## src/rtl/swervolf_sevenseg.sv

```systemverilog
// Wishbone-mapped 8-digit seven-segment controller: hex or raw patterns scanned onto
// active-low anode/cathode outputs with a blanking gap between digits.
module swervolf_sevenseg #(
  parameter int unsigned DIGIT_CYCLES = 6250,
  parameter int unsigned BLANK_CYCLES = 16
) (
  input  logic        clk,
  input  logic        rstn,
  input  logic [3:0]  i_wb_adr,
  input  logic [31:0] i_wb_dat,
  input  logic [3:0]  i_wb_sel,
  input  logic        i_wb_we,
  input  logic        i_wb_cyc,
  input  logic        i_wb_stb,
  output logic [31:0] o_wb_rdt,
  output logic        o_wb_ack,
  output logic [7:0]  o_anode,
  output logic [7:0]  o_cathode
);

  localparam int unsigned CntMax = (DIGIT_CYCLES > BLANK_CYCLES) ? DIGIT_CYCLES : BLANK_CYCLES;
  localparam int unsigned CntW   = (CntMax > 1) ? $clog2(CntMax) : 1;
  localparam logic [CntW-1:0] BlankLast = CntW'(BLANK_CYCLES - 1);
  localparam logic [CntW-1:0] DigitLast = CntW'(DIGIT_CYCLES - 1);

  typedef enum logic [0:0] {StBlank, StLit} state_e;

  logic [31:0] data_q, raw_lo_q, raw_hi_q;
  logic [16:0] ctrl_q;
  logic        ack_q;
  logic [31:0] rdt_q;
  logic        bus_req;
  logic [31:0] reg_rd, wr_merged;
  logic [1:0]  unused_adr;

  assign unused_adr = i_wb_adr[1:0];
  assign bus_req    = i_wb_cyc & i_wb_stb & ~ack_q;

  always_comb begin
    reg_rd = '0;
    unique case (i_wb_adr[3:2])
      2'd0: reg_rd = data_q;
      2'd1: reg_rd = {15'd0, ctrl_q};
      2'd2: reg_rd = raw_lo_q;
      2'd3: reg_rd = raw_hi_q;
      default: reg_rd = '0;
    endcase
  end

  always_comb begin
    wr_merged = reg_rd;
    for (int b = 0; b < 4; b++) begin
      if (i_wb_sel[b]) wr_merged[8*b +: 8] = i_wb_dat[8*b +: 8];
    end
  end

  always_ff @(posedge clk) begin
    if (!rstn) begin
      ack_q    <= 1'b0;
      rdt_q    <= '0;
      data_q   <= '0;
      ctrl_q   <= '0;
      raw_lo_q <= '0;
      raw_hi_q <= '0;
    end else begin
      ack_q <= bus_req;
      rdt_q <= bus_req ? reg_rd : '0;
      if (bus_req && i_wb_we) begin
        unique case (i_wb_adr[3:2])
          2'd0: data_q   <= wr_merged;
          2'd1: ctrl_q   <= wr_merged[16:0];
          2'd2: raw_lo_q <= wr_merged;
          2'd3: raw_hi_q <= wr_merged;
          default: ;
        endcase
      end
    end
  end

  assign o_wb_ack = ack_q;
  assign o_wb_rdt = rdt_q;

  function automatic logic [6:0] hex7(input logic [3:0] v);
    logic [6:0] s;
    unique case (v)
      4'h0: s = 7'h3F;
      4'h1: s = 7'h06;
      4'h2: s = 7'h5B;
      4'h3: s = 7'h4F;
      4'h4: s = 7'h66;
      4'h5: s = 7'h6D;
      4'h6: s = 7'h7D;
      4'h7: s = 7'h07;
      4'h8: s = 7'h7F;
      4'h9: s = 7'h6F;
      4'hA: s = 7'h77;
      4'hB: s = 7'h7C;
      4'hC: s = 7'h39;
      4'hD: s = 7'h5E;
      4'hE: s = 7'h79;
      default: s = 7'h71;
    endcase
    return s;
  endfunction

  state_e          state_q, state_d;
  logic [2:0]      idx_q, idx_d;
  logic [CntW-1:0] cnt_q, cnt_d;
  logic [7:0]      anode_q, anode_d, cathode_q, cathode_d;
  logic [7:0]      en_mask, dp_mask, cur_pat;
  logic [63:0]     raw_all;

  assign en_mask = ctrl_q[7:0];
  assign dp_mask = ctrl_q[15:8];
  assign raw_all = {raw_hi_q, raw_lo_q};

  always_comb begin
    if (ctrl_q[16]) cur_pat = raw_all[{idx_q, 3'b000} +: 8];
    else            cur_pat = {dp_mask[idx_q], hex7(data_q[{idx_q, 2'b00} +: 4])};
  end

  // cathode_q doubles as the pattern latch, so bus writes never tear a lit digit.
  always_comb begin
    state_d   = state_q;
    idx_d     = idx_q;
    cnt_d     = cnt_q + CntW'(1);
    anode_d   = anode_q;
    cathode_d = cathode_q;
    unique case (state_q)
      StBlank: begin
        if (cnt_q == BlankLast) begin
          state_d   = StLit;
          cnt_d     = '0;
          anode_d   = en_mask[idx_q] ? ~(8'd1 << idx_q) : 8'hFF;
          cathode_d = ~cur_pat;
        end
      end
      StLit: begin
        if (cnt_q == DigitLast) begin
          state_d   = StBlank;
          cnt_d     = '0;
          idx_d     = idx_q + 3'd1;
          anode_d   = 8'hFF;
          cathode_d = 8'hFF;
        end
      end
      default: state_d = StBlank;
    endcase
  end

  always_ff @(posedge clk) begin
    if (!rstn) begin
      state_q   <= StBlank;
      idx_q     <= '0;
      cnt_q     <= '0;
      anode_q   <= 8'hFF;
      cathode_q <= 8'hFF;
    end else begin
      state_q   <= state_d;
      idx_q     <= idx_d;
      cnt_q     <= cnt_d;
      anode_q   <= anode_d;
      cathode_q <= cathode_d;
    end
  end

  assign o_anode   = anode_q;
  assign o_cathode = cathode_q;

endmodule

```

## config.mk

```make
export PLATFORM = sky130hd
export DESIGN_NAME = swervolf_sevenseg
export DESIGN_NICKNAME = d
export VERILOG_FILES = /design/src/rtl/swervolf_sevenseg.sv
export SDC_FILE = /design/constraint.sdc
export NUM_CORES = 1
export LEC_CHECK = 0
export ABC_AREA = 1
export ABC_CLOCK_PERIOD_IN_PS = 2700
export CAP_MARGIN = 20
export CORE_ASPECT_RATIO = 1.5
export CORE_MARGIN = 2
export CORE_UTILIZATION = 55
export DETAILED_ROUTE_END_ITERATION = 6
export GPL_ROUTABILITY_DRIVEN = 0
export MAX_ROUTING_LAYER = met4
export PLACE_DENSITY = 0.79
export SLEW_MARGIN = 30
export SYNTH_ARGS = -nofsm -noshare
export SYNTH_HDL_FRONTEND = slang
export SYNTH_SLANG_ARGS = --single-unit
```

## constraint.sdc

```tcl
create_clock -name clk -period 2.7 [get_ports clk]
set_input_delay 0.675 -clock clk [delete_from_list [all_inputs] [get_ports clk]]
set_output_delay 0.675 -clock clk [all_outputs]
set_load 0.01 [all_outputs]
```

==> flow_summary.toml <==
[outcome]
status = "completed"

[route]
viasPerCell = 5.615
drc = 0
drt-total-wl_um = 26340
drt_iter0_markers = 896
vias = 9045
wire_per_inst_um = 16.35
ant_nets = 0
dr.pass1.iters = 5

[floorplanning]
die_h_um = 161.9
dieArea_mm2 = 0.01768
chipWidth_um = 109.3
io_pins = 94
coreArea_mm2 = 0.01626
rows = 57
start_util_pct = 56.20

[timing]
fin_crit_sh_pct = 80.55
tns_ns = 0
finalClockSkew_ns = 0.006951
rsz0062_at_grt = "no"
fin_hold_ws_ns = 0.4706
fmax_mhz = 459.8
slew_viol_final = 0
fin_crit_ns = 2.175
setup_viol = 0
worstMarginPinSlew_ns = 0.7260
max_slew_margin_pct = 51.53
hold_viol = 0

[setup_path]
cp_slowest_stage_delay_ns = 0.52
crit_chain = "clkdlybuf4s50_1 > nand2_2 > buf_4 > nor2_4 > inv_2 > a21oi_1 > o21ai_1 > inv_1"
cp-end-kind = "flip-flop"
critical_path_class = "in -> reg"
crit_slowest_cell = "clkdlybuf4s50_1"
crit_required_ns = 3.03
r2r_end = "o_cathode[3]"
r2r_cells = 10
worstReg2RegStart = "idx_q[0]"
cp_data_arrival_time_ns = 2.50
path_max_fanout = 39
startpoint_type = "input port"
rrSetupSlack_ns = 0.55

[global_routing]
grt_pass1_wl_um = 41990
antenna_found_initial = 0
grtUsageTotal_pct = 31.46
grt_start_max_net_pins = 40
grt_pass1_vias = 8518
grt_overflow_total = 0

[synth]
synth_top_area_share_pct = 39.21
synth_fa_ha_area_share_pct = 1.917
ys_seq_elements = 179
async_reset_ff_share_pct = 0
yosysTopAreaCell = "dfxtp_1"
syn_area_per_cell_um2 = 6.908
synth_mux_area_share_pct = 0
syn_nets = 1382
synth_top_family_by_area = "simple AND/OR/NAND/NOR gates"
synthCells = 1323
synthXorXnorAreaFrac_pct = 0.6709
synthSimpleGateAreaFrac_pct = 22.30
ys_seq_area_share_pct = 39.21
ys.flop_type = "dfxtp_1"
synth_warnings = 0
synth_compound_area_share_pct = 21.28
yosys-top-cells-area = "dfxtp_1, nand2_1, inv_1"
netlist_area_mm2 = 0.009139
yosysUniqueCellTypes = 39
synth_edf_count = 0

[final_layout]
area.growth.synth_to_final_pct = 19.25
drive_above_1_share_pct = 8.470
nNetsFinal = 1451
diodes = 0

[hold_path]
hold_path.class = "reg -> reg"
hold_depth = 2
hold_end = "o_cathode[7]"
min_from = "o_cathode[7]"

[placed_design]
dp_hpwl_um = 18290
port_buffers = 91

[pwr]
p_leak_nw = 5.104
power.density_mw_per_mm2 = 543.9
peakVddDrop_mv = 0.3022

[clock_network]
clk_pin_slew_worst_paths_ns = 0.07
cts_sinks = 179
post_cts_buffers = 0
hold_buffers = 0
cts_tree = "done"
h-tree-depth = 4
cts_resized = 0
cts.path.max_buffers = 2
clockRootBuffer = "clkbuf_16"
cts_buffers = 17
clkLatencyLatePin_ns = 0.44

[job]
drv_cap = 0
-- how the worst max path moves through the flow --
stage	startpoint	endpoint
floorplan	idx_q[0]	o_cathode[0]
global placement	i_wb_adr[3]	raw_lo_q[10]
detailed placement	i_wb_cyc	raw_lo_q[10]
CTS	i_wb_adr[2]	raw_hi_q[1]
global route	idx_q[0]	o_cathode[1]
finish	i_wb_adr[2]	raw_hi_q[3]
-- cell usage after synthesis (3+ instances only) --
library cell	instances
a21oi_1	101
buf_1	7
buf_2	22
buf_4	11
buf_6	6
clkbuf_1	29
dfxtp_1	179
ha_1	14
inv_1	226
inv_2	22
nand2_1	236
nand2_2	5
nand3_1	126
nor2_1	89
nor2_4	3
nor3_1	5
nor3b_1	3
o2111ai_1	4
o211ai_1	57
o21a_1	12
o21ai_0	34
o21ai_1	91
o21ai_2	5
o221ai_1	5
o221ai_2	10
xor2_1	5
-- where the power goes --
part / internal, mW / switching, mW / leakage (nW)
combinational: 0.168 / 0.279 / 3.34
clock: 1.70 / 1.07 / 0.321
sequential: 2.68 / 0.0292 / 1.45
-- cells in the final DEF, fill, tap and decap left out, types with 2 or more instances in the layout --
cell and instances:
inv_2 22, o211ai_1 57, bufinv_16 5, o21ai_0 34, nand2_1 236, clkinv_4 3
buf_12 6, dfxtp_1 178, o21ai_2 5, clkdlybuf4s50_1 90, a21oi_1 101, nor2_1 89
xor2_1 5, o2111ai_1 4, nand2_2 5, buf_4 28, nand4_1 2, nor2_4 3
o221ai_2 10, clkbuf_8 2, o21a_1 12, o221ai_1 5, clkbuf_16 17, nand3_2 2
nor3_1 5, clkinv_2 2, nor3b_1 3, nand3_1 126, xnor2_1 2, inv_1 226
o21ai_1 91, ha_1 14
-- routing by layer --
metal	vias to the layer above	part of all wire (%)	global-route usage, %
met5	-	0	-
met3	101	6.3	5.136
met4	0	5.7	18.76
li1	4406	-	-
met2	414	50	53.05
met1	4124	38	34.29
-- layout make-up --
class                      instances  area (µm²)
clock inverter                    12       202.7
inverter                         250       940.9
multi-input combinational        819        4219
sequential                       179        3585
clock buffer                      20       456.7
fill                            1414        5363
tap                              206       257.7
timing repair buffer             125        1236
-- registers in the layout, summed over array words and instances, names as in the netlist --
register	flops
data_q	32
o_wb_rdt	32
raw_hi_q	32
raw_lo_q	32
ctrl_q	17
cnt_q	13
o_anode	8
o_cathode	8
idx_q	3
o_wb_ack	1
state_q	1
-- critical path, delay by kind of cell --
family | cells | cell delay, ns
simple gates | 2 | 0.24
buf+inv | 4 | 1.28
compound gates | 2 | 0.28
-- through the flow --
stage	util (%)	setup WS (ns)	instances	power, mW	cell area [µm²]
6_report	67.02	0.5251	1611	5.928	10900
3_3_place_gp	62.97	0.1522	1579	3.202	10240
3_5_place_dp	62.97	0.1399	1579	3.208	10240
4_1_cts	67.02	0.5426	1611	5.936	10900
5_1_grt	67.02	0.3901	1611	6.091	10900
2_1_floorplan	-	0.8749	1323	3.035	9139
-- cells by family after synthesis --
group	count (synthesis)
AOI/OAI and AO/OA	322
xor gates and xnor gates	7
adders and majority gates	14
buffers and inverters	325
DFF	179
and+or+nand+nor	476
Power figures use the tool's default switching activity.
